**src/rtl/mc_control_fsm.sv**
```systemverilog
// Multi-cycle control sequencer for an RV32I datapath: steps each instruction
// through FETCH/DECODE/EXEC/MEM/WB, drives datapath controls and counts retirements.
module mc_control_fsm #(
    parameter int CNT_W       = 32,
    parameter int MEM_TIMEOUT = 15
) (
    input  logic             clk,
    input  logic             reset,
    input  logic [6:0]       opcode,
    input  logic [2:0]       f3,
    input  logic [6:0]       f7,
    input  logic             mem_ready,
    output logic             ir_en,
    output logic             pc_en,
    output logic             reg_wr,
    output logic             mem_rd,
    output logic             mem_wr,
    output logic [1:0]       wb_ctrl,
    output logic [3:0]       alu_op,
    output logic             alu_s1,
    output logic             alu_s2,
    output logic [2:0]       branch_ctrl,
    output logic             halted,
    output logic             illegal,
    output logic [CNT_W-1:0] instret
);

    typedef enum logic [2:0] {
        S_FETCH  = 3'd0,
        S_DECODE = 3'd1,
        S_EXEC   = 3'd2,
        S_MEM    = 3'd3,
        S_WB     = 3'd4,
        S_HALT   = 3'd5
    } state_e;

    localparam logic [6:0] OP_R      = 7'b0110011;
    localparam logic [6:0] OP_I      = 7'b0010011;
    localparam logic [6:0] OP_LOAD   = 7'b0000011;
    localparam logic [6:0] OP_STORE  = 7'b0100011;
    localparam logic [6:0] OP_BRANCH = 7'b1100011;
    localparam logic [6:0] OP_JAL    = 7'b1101111;
    localparam logic [6:0] OP_JALR   = 7'b1100111;
    localparam logic [6:0] OP_LUI    = 7'b0110111;
    localparam logic [6:0] OP_AUIPC  = 7'b0010111;
    localparam logic [6:0] OP_SYSTEM = 7'b1110011;

    localparam int WAIT_W = (MEM_TIMEOUT > 32'sd1) ? $clog2(MEM_TIMEOUT) : 1;
    localparam logic [WAIT_W-1:0] WAIT_LAST = WAIT_W'(MEM_TIMEOUT - 32'sd1);

    function automatic logic op_known(input logic [6:0] op);
        logic known;
        case (op)
            OP_R, OP_I, OP_LOAD, OP_STORE, OP_BRANCH,
            OP_JAL, OP_JALR, OP_LUI, OP_AUIPC, OP_SYSTEM: known = 1'b1;
            default:                                       known = 1'b0;
        endcase
        return known;
    endfunction

    function automatic logic [2:0] branch_code(input logic [2:0] fn3);
        logic [2:0] code;
        case (fn3)
            3'b000:  code = 3'b001;
            3'b001:  code = 3'b010;
            3'b100:  code = 3'b011;
            3'b101:  code = 3'b100;
            3'b110:  code = 3'b101;
            3'b111:  code = 3'b110;
            default: code = 3'b000;
        endcase
        return code;
    endfunction

    state_e            state_q, state_d;
    logic [6:0]        op_q;
    logic [2:0]        f3_q;
    logic              f7b5_q;
    logic [WAIT_W-1:0] wait_q, wait_d;
    logic              halted_q, illegal_q;
    logic [CNT_W-1:0]  instret_q;

    logic latch_s, retire_s, set_halt_s, set_illegal_s;
    logic unused_f7_s;

    logic             ir_en_s, pc_en_s, reg_wr_s, mem_rd_s, mem_wr_s;
    logic [1:0]       wb_ctrl_s;
    logic [3:0]       alu_op_s;
    logic             alu_s1_s, alu_s2_s;
    logic [2:0]       branch_ctrl_s;

    assign unused_f7_s = ^{f7[6], f7[4:0]};

    // State, decode register, MEM wait counter, sticky flags and retire counter.
    always_ff @(posedge clk) begin
        if (reset) begin
            state_q   <= S_FETCH;
            op_q      <= 7'd0;
            f3_q      <= 3'd0;
            f7b5_q    <= 1'b0;
            wait_q    <= '0;
            halted_q  <= 1'b0;
            illegal_q <= 1'b0;
            instret_q <= '0;
        end else begin
            state_q <= state_d;
            wait_q  <= wait_d;
            if (latch_s) begin
                op_q   <= opcode;
                f3_q   <= f3;
                f7b5_q <= f7[5];
            end
            if (set_halt_s)    halted_q  <= 1'b1;
            if (set_illegal_s) illegal_q <= 1'b1;
            if (retire_s)      instret_q <= instret_q + CNT_W'(1);
        end
    end

    // Next-state logic, including MEM wait handling and retirement events.
    always_comb begin
        state_d       = state_q;
        wait_d        = wait_q;
        latch_s       = 1'b0;
        retire_s      = 1'b0;
        set_halt_s    = 1'b0;
        set_illegal_s = 1'b0;
        case (state_q)
            S_FETCH: state_d = S_DECODE;
            S_DECODE: begin
                latch_s = 1'b1;
                if (!op_known(opcode)) begin
                    set_halt_s    = 1'b1;
                    set_illegal_s = 1'b1;
                    state_d       = S_HALT;
                end else if (opcode == OP_SYSTEM) begin
                    set_halt_s = 1'b1;
                    state_d    = S_HALT;
                end else begin
                    state_d = S_EXEC;
                end
            end
            S_EXEC: begin
                if (op_q == OP_BRANCH) begin
                    retire_s = 1'b1;
                    state_d  = S_FETCH;
                end else if ((op_q == OP_LOAD) || (op_q == OP_STORE)) begin
                    wait_d  = '0;
                    state_d = S_MEM;
                end else begin
                    state_d = S_WB;
                end
            end
            S_MEM: begin
                if (mem_ready) begin
                    if (op_q == OP_LOAD) begin
                        state_d = S_WB;
                    end else begin
                        retire_s = 1'b1;
                        state_d  = S_FETCH;
                    end
                end else if ((MEM_TIMEOUT != 32'sd0) && (wait_q == WAIT_LAST)) begin
                    set_halt_s    = 1'b1;
                    set_illegal_s = 1'b1;
                    state_d       = S_HALT;
                end else begin
                    wait_d = wait_q + WAIT_W'(1);
                end
            end
            S_WB: begin
                retire_s = 1'b1;
                state_d  = S_FETCH;
            end
            S_HALT:  state_d = S_HALT;
            default: state_d = S_FETCH;
        endcase
    end

    // Datapath control decode from the current state and latched instruction.
    always_comb begin
        ir_en_s       = 1'b0;
        pc_en_s       = 1'b0;
        reg_wr_s      = 1'b0;
        mem_rd_s      = 1'b0;
        mem_wr_s      = 1'b0;
        wb_ctrl_s     = 2'b00;
        alu_op_s      = 4'b0000;
        alu_s1_s      = 1'b0;
        alu_s2_s      = 1'b0;
        branch_ctrl_s = 3'b000;
        if ((state_q == S_EXEC) || (state_q == S_MEM) || (state_q == S_WB)) begin
            alu_s1_s = (op_q == OP_AUIPC) || (op_q == OP_JAL) || (op_q == OP_BRANCH);
            alu_s2_s = (op_q != OP_R);
            case (op_q)
                OP_R:    alu_op_s = {f7b5_q, f3_q};
                OP_I:    alu_op_s = (f3_q == 3'b101) ? {f7b5_q, f3_q} : {1'b0, f3_q};
                OP_LUI:  alu_op_s = 4'b1111;
                default: alu_op_s = 4'b0000;
            endcase
        end else begin
            alu_op_s = 4'b0000;
        end
        case (state_q)
            S_FETCH: ir_en_s = 1'b1;
            S_EXEC: begin
                if (op_q == OP_BRANCH) begin
                    branch_ctrl_s = branch_code(f3_q);
                    pc_en_s       = 1'b1;
                end else if ((op_q == OP_JAL) || (op_q == OP_JALR)) begin
                    branch_ctrl_s = 3'b111;
                end else begin
                    branch_ctrl_s = 3'b000;
                end
            end
            S_MEM: begin
                mem_rd_s = (op_q == OP_LOAD);
                mem_wr_s = (op_q == OP_STORE);
                pc_en_s  = (op_q == OP_STORE) && mem_ready;
            end
            S_WB: begin
                reg_wr_s = 1'b1;
                pc_en_s  = 1'b1;
                if (op_q == OP_LOAD) begin
                    wb_ctrl_s = 2'b00;
                end else if ((op_q == OP_JAL) || (op_q == OP_JALR)) begin
                    wb_ctrl_s = 2'b10;
                end else begin
                    wb_ctrl_s = 2'b01;
                end
            end
            default: ir_en_s = 1'b0;
        endcase
    end

    // Reset masks every output combinationally so an in-flight access drops at once.
    assign ir_en       = reset ? 1'b0   : ir_en_s;
    assign pc_en       = reset ? 1'b0   : pc_en_s;
    assign reg_wr      = reset ? 1'b0   : reg_wr_s;
    assign mem_rd      = reset ? 1'b0   : mem_rd_s;
    assign mem_wr      = reset ? 1'b0   : mem_wr_s;
    assign wb_ctrl     = reset ? 2'b00  : wb_ctrl_s;
    assign alu_op      = reset ? 4'b0000 : alu_op_s;
    assign alu_s1      = reset ? 1'b0   : alu_s1_s;
    assign alu_s2      = reset ? 1'b0   : alu_s2_s;
    assign branch_ctrl = reset ? 3'b000 : branch_ctrl_s;
    assign halted      = reset ? 1'b0   : halted_q;
    assign illegal     = reset ? 1'b0   : illegal_q;
    assign instret     = reset ? '0     : instret_q;

endmodule
```
**config.mk**
```make
export PLATFORM = sky130hd
export DESIGN_NAME = mc_control_fsm
export DESIGN_NICKNAME = d
export VERILOG_FILES = /design/src/rtl/mc_control_fsm.sv
export SDC_FILE = /design/constraint.sdc
export NUM_CORES = 1
export LEC_CHECK = 0
export CAP_MARGIN = 20
export CORE_MARGIN = 2
export CORE_UTILIZATION = 40
export CTS_BUF_LIST = sky130_fd_sc_hd__clkbuf_4
export DETAILED_ROUTE_END_ITERATION = 12
export PLACE_DENSITY = 0.66
export SETUP_SLACK_MARGIN = 0.05
export SYNTH_ARGS = -nofsm -noshare
export SYNTH_HDL_FRONTEND = slang
export SYNTH_SLANG_ARGS = --single-unit
```
**constraint.sdc**
```tcl
create_clock -name clk -period 2.61 [get_ports clk]
set_input_delay 0.261 -clock clk [delete_from_list [all_inputs] [get_ports clk]]
set_output_delay 0.261 -clock clk [all_outputs]
set_load 0.02 [all_outputs]
```
==> impl_results.md, run 1 <==
* # nets final at 471
* CTS sink cnt at 52
* Initial drt markers at 95
* Area of the multi-input gates at 0.00182 mm²
* Nature of the critical path startpoint: flop
* Clock latency on the worst-skew pair at 370 ps
* Status: finished clean
* I/O Buffers at 63
* RSZ-0062 raised after global routing: true
* Gr usage total at 17.4%
* Max cap viols at 0
* Synth top area share at a little over a third
* Cell taking the most area after synthesis: dfxtp_1
* Fillers at 720
* FP Rows at 31
* Vias/cell at 5.33
* Grt ovf at 0
* Routed WL per cell at ~13 µm
* Max Fclk at 0.417 GHz
* Clk_skew at approximately 16 ps
* CTS Buffer Depth at 2
* CP Capture Type: primary output
* Clk pin slew, worst setup/hold paths at 140 ps
* Critical Path AT at 2140 ps
* Root Buffer Master: clkbuf_4
* Share of flip-flops with an asynchronous set or reset at 0%
* Final wirelength at approximately 7.1 mm
* Main synth FF type: dfxtp_1
* Register area at 0.00104 mm²
* Relative slew slack at between 60% and 70%
* H-tree levels at 2
* Hpwl dp at 5.08 mm
* Required time worst endpoint at ~2400 ps
* Final worst path period share at ~90%
* Critical path type: reg -> out
* P per Cell Area at 362 mW/mm²
* Yosys reg bits at 52
* Post-Syn Area per Cell at 7.66 µm²
* Fin util at a little over half
* Share of cells above drive strength 1 at between 8 and 9%
* Setup TNS at 0 ps
* HP Start: reset
* DR pass1 iterations at 4
* Endpoints failing hold at 0
* ANT nets after route at 0
* Initial antenna violation count at 0
* Synth cell count leaders: dfxtp_1, a21oi_1, nand2_1, nor2_1, nor2b_1
* Pin count of the biggest net entering global routing at 85
* Tmin final at 2400 ps
* DRC errors left at 0
* First-pass GRT wire length at 12.1 mm
* # IOs at 70
* Synth unique cells at 50
* WHS at 212 ps
* Die H at roughly 90 µm
* CTS tree: built
* Critical Path Start: op_q[4]
* Post-CTS setup buffer count at 0
* Mapped Nets at approximately 400
* GP Congestion at 0.846
* Initial Util at 41.3%
* Slew Limit Fails at 0
* Vias in the first global route at between 2,000 and 3,000
* Area grow syn2layout at 27.3%
* Cells after synthesis at 389
* Post-synth EDFFs at 0
* VDD IR-drop max at approximately 0.00018 V
* Synth warn at 0
* Die X-Extent at 90.3 µm
* Top-count cell post-synth: dfxtp_1
* Sequential share of the synthesized area at between 30% and 40%
* Worst hold path type: in -> reg
* Slew @ Worst Pin at 545 ps
* TritonCTS Buffers at 5
* Max FO, Critical Path at 6
* Die area at ~0.0082 mm²
* Synth top area cells: dfxtp_1, a21oi_1, nor2b_1, nand2_1, nor2_1
* Reg2reg start: state_q[2]
* Antenna diodes at 0
* Total number of vias at 2,921
* Core area at 0.00721 mm²
* Mapped Area at 0.00298 mm²
* Final setup fails at 0
* Total leakage power at 0.00134 µW
==> flip-flops by register name (all words and copies together), names as in the netlist <==
signal,flops
state_q,3
f3_q,3
wait_q,4
op_q,7
illegal_q,1
instret_q,32
f7b5_q,1
halted_q,1
==> path summary, 6_finish.rpt <==
kind | endpoint | cells after the start | slack [ps]
setup / recovery | branch_ctrl[0] | 5 | 210
hold / removal | halted_q | 2 | 210
setup reg to reg | instret_q[21] | 7 | 350
hold reg to reg | f7b5_q | 2 | 480
==> what timing repair did <==
action / CTS / global route
gates resized for setup: 11 / 11
setup endpoints to repair: 13 / 8
cloned: 0 / 0
hold buffers: 0 / 0
==> cells by family (layout without fill, tap and decap cells) <==
logic type | Yosys count | after routing | share of synthesized area [%]
AND/OR/NAND/NOR | 181 | 181 | 33.0
AO/OA/AOI/OAI | 102 | 102 | 21.5
flip-flops | 52 | 52 | 34.9
buffers and inverters | 35 | 95 | 4.41
XOR/XNOR | 14 | 14 | 4.12
adder cells (fa/ha/maj) | 3 | 3 | 1.26
multiplexers | 2 | 2 | 0.714
==> per-stage QoR <==
step | total power, µW | cells | setup WS (ps) | area (µm²)
after floorplan | 962 | 389 | 537 | 2980
after global placement | 1030 | 540 | 268 | 3740
after detailed placement | 1030 | 540 | 231 | 3740
after CTS | 1390 | 548 | 74.8 | 3800
after global routing | 1440 | 548 | 45.6 | 3790
final | 1370 | 548 | 210 | 3790
==> report_power, final <==
part           internal, µW  switching, µW  leakage, µW
logic                  79.3            102     0.000892
clock network           114            244    0.0000293
registers               814           21.7     0.000422
==> routing by layer <==
metal  part of all wire, %  track usage (%)  vias to the layer above
met1                    50             24.4                     1337
met5                     0                0                        -
li1                      -                -                     1502
met2                    45             27.3                       73
met4                   1.0             4.87                        0
met3                   4.7             3.67                        9
==> critical path: stages, from the launching register on <==
cell and delay, ps:
dfxtp_1 390, nand3b_4 220, nor3_2 250, o21ai_1 150, a21oi_1 150, clkdlybuf4s50_1 620
==> cell type report <==
class | instances | area share [%]
clock inverter | 2 | 0.297
multi-input combinational | 302 | 48.0
clock buffer | 6 | 1.19
timing repair buffer | 74 | 18.5
tap | 99 | 3.27
sequential | 52 | 27.5
inverter | 13 | 1.29
==> cell usage in the layout, fill, tap and decap left out, types with 6 or more instances in the layout <==
cell,netlist,final
a21oi_1,45,45
buf_4,0,10
clkbuf_4,0,6
clkdlybuf4s50_1,0,52
dfxtp_1,52,50
dlygate4sd2_1,0,6
inv_1,13,13
nand2_1,39,39
nand3_1,12,12
nor2_1,39,39
nor2b_1,31,31
nor3_1,9,8
o2111ai_1,7,7
o21ai_0,22,21
o31ai_1,7,7
or3_1,12,11
or4_1,9,9
xor2_1,10,10
Note: power is estimated with default switching activity, not from simulation.
==> run 2, diff against run 1 <==
Settings changed: CORE_UTILIZATION 40 to 50, PLACE_DENSITY 0.66 to 0.8.
==> impl_results.md, run 2 (same netlist as run 1, synthesis figures left out) <==
* Final worst path period share at 94.1% (+2.2 points)
* Vias/cell at 5.68 (+6.5%)
* First-pass GRT wire length at 11.5 mm (-5.3%)
* Setup TNS at 0 ps (unchanged)
* Tmin final at 2460 ps (+56.3 ps)
* Fillers at 495 (-31%)
* # IOs at 70 (unchanged)
* Required time worst endpoint at 2350 ps (about the same)
* CTS tree: built
* Max Fclk at 0.407 GHz (-2.3%)
* Initial drt markers at 177 (+86%)
* Initial antenna violation count at 0 (unchanged)
* Pin count of the biggest net entering global routing at 84 (-1.2%)
* DRC errors left at 0 (unchanged)
* # nets final at 470 (-0.21%)
* Global routing's busiest layer: met2
* Share of cells above drive strength 1 at 8.31% (+0.074 points)
* Total leakage power at 0.00136 µW (+1.2%)
* Final setup fails at 0 (unchanged)
* Die X-Extent at 81.2 µm (-10%)
* Endpoints failing hold at 0 (unchanged)
* Slew @ Worst Pin at 845 ps (+299 ps)
* Reg2reg start: state_q[2]
* CTS Buffer Depth at 2 (unchanged)
* Hpwl dp at 5.06 mm (-0.37%)
* Max FO, Critical Path at 12 (+6)
* Max FFs per register at 32 (unchanged)
* Crit-path cells: buf_4, nor4b_1, o21ai_1, a21oi_1, clkdlybuf4s50_1
* CTS sink cnt at 52 (unchanged)
* Slowest-stage cell, CP: clkdlybuf4s50_1
* Clk pin slew, worst setup/hold paths at 130 ps (about the same)
* Largest regs: instret_q: 32 flops, op_q: 7 flops, wait_q: 4 flops
* Core area at 0.00585 mm² (-19%)
* Antenna diodes at 0 (unchanged)
* Final wirelength at 7.02 mm (-0.58%)
* Total number of vias at 2,951 (+1.0%)
* Clock latency on the worst-skew pair at 370 ps (about the same)
* Worst hold path type: in -> reg
* GP Congestion at 0.846 (about the same)
* R2r setup slk at 340 ps (about the same)
* FP Rows at 28 (-9.7%)
* RSZ-0062 raised after global routing: true
* Met1 usage at 27.3% (+2.9 points)
* I/O Buffers at 63 (unchanged)
* Critical Path Max Stage Delay at 620 ps (about the same)
* Clk_skew at 10.7 ps (-5.20 ps)
* Worst setup margin at 154 ps (-56.3 ps)
* GR Util met3 at 4.11% (+0.44 points)
* Hold Path Sink: halted_q
* Routed WL per cell at 13.5 µm (+4.8%)
* Area grow syn2layout at 25.5%
* Critical Path AT at 2200 ps (+60 ps)
* Vias in the first global route at 2,574 (-2.4%)
* CP Capture Type: primary output
* Max cap viols at 0 (unchanged)
* Largest reg by FF count: instret_q
* Most frequent cells in the layout: dfxtp_1, clkdlybuf4s50_1, a21oi_1
* HP Start: reset
* Status: finished clean
* Root Buffer Master: clkbuf_4
* Gr usage total at 21.8% (+4.4 points)
* Met2 Use GR at 38.6% (+11 points)
* Initial Util at 50.9% (+9.6 points)
* Critical path type: reg -> out
* Nature of the critical path startpoint: flop
* P per Cell Area at 356 mW/mm² (-1.8%)
* Slew Limit Fails at 0 (unchanged)
* Placement Setup Slack at 205 ps (-26.2 ps)
* Grt ovf at 0 (unchanged)
* Reg-to-Reg End: instret_q[17]
* TritonCTS Buffers at 5 (unchanged)
* Fin util at 63.9% (+11 points)
* Post-CTS setup buffer count at 0 (unchanged)
* DR pass1 iterations at 4 (unchanged)
* Die area at 0.00659 mm² (-19%)
* ANT nets after route at 0 (unchanged)
* Hold Path Stages at 2 (unchanged)
* VDD IR-drop max at 0.000230 V (+31%)
* Total power at 1330 µW (-3.3%)
* Relative slew slack at 43.5% (-20 points)
* R2R cell count at 7 (unchanged)
* Die H at 81.2 µm (-10%)
* H-tree levels at 2 (unchanged)
run 2: cell count changes in the layout (fill, tap and decap cells not counted), moves of 2 or more:
cell / change
clkdlybuf4s50_1: -2
dlygate4sd2_1: -2
clkbuf_2: +2
dlymetal6s2s_1: +2
run 2: repair_timing:
action	CTS	global route
hold buffers	0	0
setup endpoints to repair	13	11
gates resized for setup	11	18
run 2: worst max-delay path by stage:
stage | from | end | slack [ps] | depth (start not counted)
6_report | state_q[0] | branch_ctrl[1] | 150 | 5
5_1_grt | state_q[0] | branch_ctrl[1] | 40 | 5
3_5_place_dp | state_q[1] | alu_op[2] | 200 | 5
2_1_floorplan | op_q[2] | mem_wr | 540 | 4
4_1_cts | state_q[1] | alu_op[2] | 60 | 5
3_3_place_gp | state_q[1] | alu_op[0] | 280 | 5
run 2: metal layers:
layer / vias up / part of all wire (%)
met5: - / 0
met4: 0 / 0.93
met3: 7 / 4.6
met2: 78 / 49
met1: 1366 / 45
li1: 1500 / -
run 2: final cells by class:
type                            count  area, µm²  share of cell area, %
Clock buffer                        5       37.5                   1.00
Inverter                           13       48.8                   1.31
Multi-Input combinational cell    302       1820                   48.8
Sequential cell                    52       1040                   27.9
Tap cell                           75       93.8                   2.51
Timing Repair Buffer               73        691                   18.5
run 2: where the power goes:
part / internal, µW / switching (µW) / total, µW
combinational: 76.6 / 103 / 180
sequential: 814 / 21.6 / 835
clock: 90.6 / 224 / 314
run 2: worst max-delay path, delay by kind of cell (launching register included):
kind,cells,cell delay (ps)
simple gates,1,350
flops,1,330
compound gates,2,350
buf+inv,2,790
run 2: stage by stage:
step	area [µm²]	hold slack, ps	std cells
global route	3740	238	520
CTS	3740	204	520
finish	3740	207	520
floorplan	2980	397	389
global placement	3700	450	515
detailed placement	3700	462	515
==> run 3, diff against run 2 <==
Settings changed: ABC_AREA from default to 1, PLACE_DENSITY 0.8 to 0.78.
==> impl_results.md, run 3 <==
* Area grow syn2layout at 22.4%
* CTS tree: built
* Critical Path Start: op_q[1]
* Yosys reg bits at 52 (unchanged)
* Sequential share of the synthesized area at 29.6% (-5.4 points)
* Most common cell after layout, fill and taps aside: nand2_1
* Final wirelength at 9.12 mm (+30%)
* First-pass GRT wire length at 15.1 mm (+32%)
* CP Capture Type: primary output
* Largest reg by FF count: instret_q
* Hold Path Sink: instret_q[0]
* Status: finished clean
* WHS at 209 ps (+1.64 ps)
* DRC errors left at 0 (unchanged)
* Cells after synthesis at 606 (+56%)
* Most frequent cells in the layout: nand2_1, nor2_1, inv_1
* Synth top area share at 29.6% (-5.4 points)
* I/O Buffers at 63 (unchanged)
* Relative slew slack at 63.5% (+20 points)
* Root Buffer Master: clkbuf_4
* # IOs at 70 (unchanged)
* ANT nets after route at 0 (unchanged)
* Synth cell count leaders: nand2_1, nor2_1, inv_1
* Final worst path period share at 92.0% (-2.1 points)
* Die H at 87.9 µm (+8.3%)
* Top-count cell post-synth: nand2_1
* Post-synth EDFFs at 0 (unchanged)
* Routed WL per cell at 11.9 µm (-12%)
* Post-Syn Area per Cell at 5.81 µm² (-24%)
* Hold Path Stages at 2 (unchanged)
* RSZ-0062 raised after global routing: false
* Critical Path AT at 2140 ps (-60 ps)
* Nature of the critical path startpoint: flop
* Uppermost layer routed: met4
* Placement Setup Slack at 285 ps (+80.8 ps)
* Initial Util at 51.8% (+0.89 points)
* CTS Buffer Depth at 2 (unchanged)
* Main synth FF type: dfxtp_1
* Design Area, Final at 0.00431 mm² (+15%)
* Critical path type: reg -> out
* Setup TNS at 0 ps (unchanged)
* Slowest-stage cell, CP: clkdlybuf4s50_1
* Largest regs: instret_q: 32 flops, op_q: 7 flops, wait_q: 4 flops
* Critical Path Max Stage Delay at 600 ps (-20 ps)
* Pin count of the biggest net entering global routing at 45 (-46%)
* Max FFs per register at 32 (unchanged)
* Total number of vias at 3,934 (+33%)
* GP Congestion at 0.850 (+0.41%)
* # nets final at 691 (+47%)
* Initial drt markers at 197 (+11%)
* TritonCTS Buffers at 5 (unchanged)
* DR pass1 iterations at 5 (+1)
* Reg2reg start: state_q[1]
* Mapped Nets at 629 (+53%)
* Clk pin slew, worst setup/hold paths at 140 ps (about the same)
* Die area at 0.00773 mm² (+17%)
* Share of flip-flops with an asynchronous set or reset at 0% (unchanged)
* FP Rows at 30 (+7.1%)
* Reg-to-Reg End: instret_q[1]
* CTS sink cnt at 52 (unchanged)
* Critical Path Most Common Cell: inv_1
* Max cap viols at 0 (unchanged)
* Met1 WL at 3.94 mm (+25%)
* H-tree levels at 2 (unchanged)
* Mapped Area at 0.00352 mm² (+18%)
* Worst setup margin at 209 ps (+55.6 ps)
* Met2 Wirelength at 4.59 mm (+32%)
* Cell taking the most area after synthesis: dfxtp_1
* Max Fclk at 0.417 GHz (+2.3%)
* Core area at 0.00679 mm² (+16%)
* Clock latency on the worst-skew pair at 380 ps (about the same)
* VDD IR-drop max at 0.000271 V (+18%)
* Gr usage total at 24.2% (+2.3 points)
* HP Start: reset
* Total leakage power at 0.00177 µW (+31%)
* Crit-path cells: nand2_1, inv_1, nand2_2, nor2_4, inv_1, o211ai_1, nand2_1, inv_1, clkdlybuf4s50_1
* Tmin final at 2400 ps (-55.6 ps)
* P per Cell Area at 371 mW/mm² (+4.2%)
* Slew @ Worst Pin at 547 ps (-297 ps)
* Die X-Extent at 87.9 µm (+8.3%)
* Vias/cell at 5.14 (-9.4%)
* Share of cells above drive strength 1 at 5.68% (-2.6 points)
* Synth unique cells at 32 (-36%)
* Worst hold path type: in -> reg
* Final setup fails at 0 (unchanged)
* Clk_skew at 11.3 ps (+0.636 ps)
* Dpl cell area at 0.00420 mm² (+13%)
* Hpwl dp at 6.91 mm (+36%)
* Synth warn at 0 (unchanged)
* Antenna diodes at 0 (unchanged)
* Slew Limit Fails at 0 (unchanged)
* Grt ovf at 0 (unchanged)
* Vias in the first global route at 3,575 (+39%)
* R2R cell count at 10 (+3)
* Required time worst endpoint at 2350 ps (about the same)
* Max FO, Critical Path at 5 (-7)
* R2r setup slk at 710 ps (+370 ps)
* Endpoints failing hold at 0 (unchanged)
* Initial antenna violation count at 0 (unchanged)
* Synth top area cells: dfxtp_1, nand2_1, nor2_1, inv_1, nand3_1
* DR WL met3 at 346 µm (+6.1%)
run 3: how the worst max path moves through the flow:
stage,end,slack [ps],cells past startpoint
after floorplan,wb_ctrl[0],770,6
after global placement,pc_en,430,8
after detailed placement,alu_op[1],290,7
after CTS,alu_s2,70,7
after global routing,alu_s1,60,9
final,alu_s1,210,9
run 3: cell type report:
cell class	instances	area (µm²)
Multi-Input combinational cell	454	2060
Clock inverter	1	3.75
Timing Repair Buffer	74	723
Inverter	81	304
Clock buffer	7	52.6
Fill cell	695	2490
Sequential cell	52	1040
Tap cell	96	120
run 3: worst max-delay path: cells and delay by family (launching register included):
family | cells | cell delay [ps]
buffers and inverters | 4 | 880
and+or+nand+nor | 4 | 450
DFF | 1 | 350
AOI/OAI and AO/OA | 1 | 90
run 3: cell families after synthesis:
kind of cell / after synthesis / share of synthesized area (%)
and+or+nand+nor: 363 / 43.1
buffers and inverters: 101 / 12.1
AOI/OAI and AO/OA: 77 / 11.7
DFF: 52 / 29.6
xor gates and xnor gates: 10 / 2.49
adders and majority gates: 3 / 1.07
run 3: power breakdown:
part / switching, µW / total, µW / internal [µW] / leakage, µW
Combinational: 219 / 335 / 115 / 0.00132
Sequential: 45.1 / 884 / 839 / 0.000422
Clock: 253 / 378 / 125 / 0.0000338
run 3: timing repair:
item | in CTS | in global routing
setup buffers | 1 | 3
cloned | 1 | 0
hold buffers | 0 | 0
gates resized for setup | 4 | 8
setup endpoints to repair | 5 | 9
pin swaps | 2 | 2
run 3: through the flow:
stage | util [%] | std cells | power [µW]
2_1_floorplan | - | 606 | 1130
3_3_place_gp | 61.8 | 752 | 1210
3_5_place_dp | 61.8 | 752 | 1220
4_1_cts | 62.8 | 762 | 1600
5_1_grt | 63.4 | 765 | 1680
6_report | 63.4 | 765 | 1600
run 3: per-layer routing:
metal	GRT usage (%)	vias to the layer above
li1	-	2021
met1	27.5	1795
met2	44.8	94
met3	3.49	24
met4	9.79	0
met5	0	-
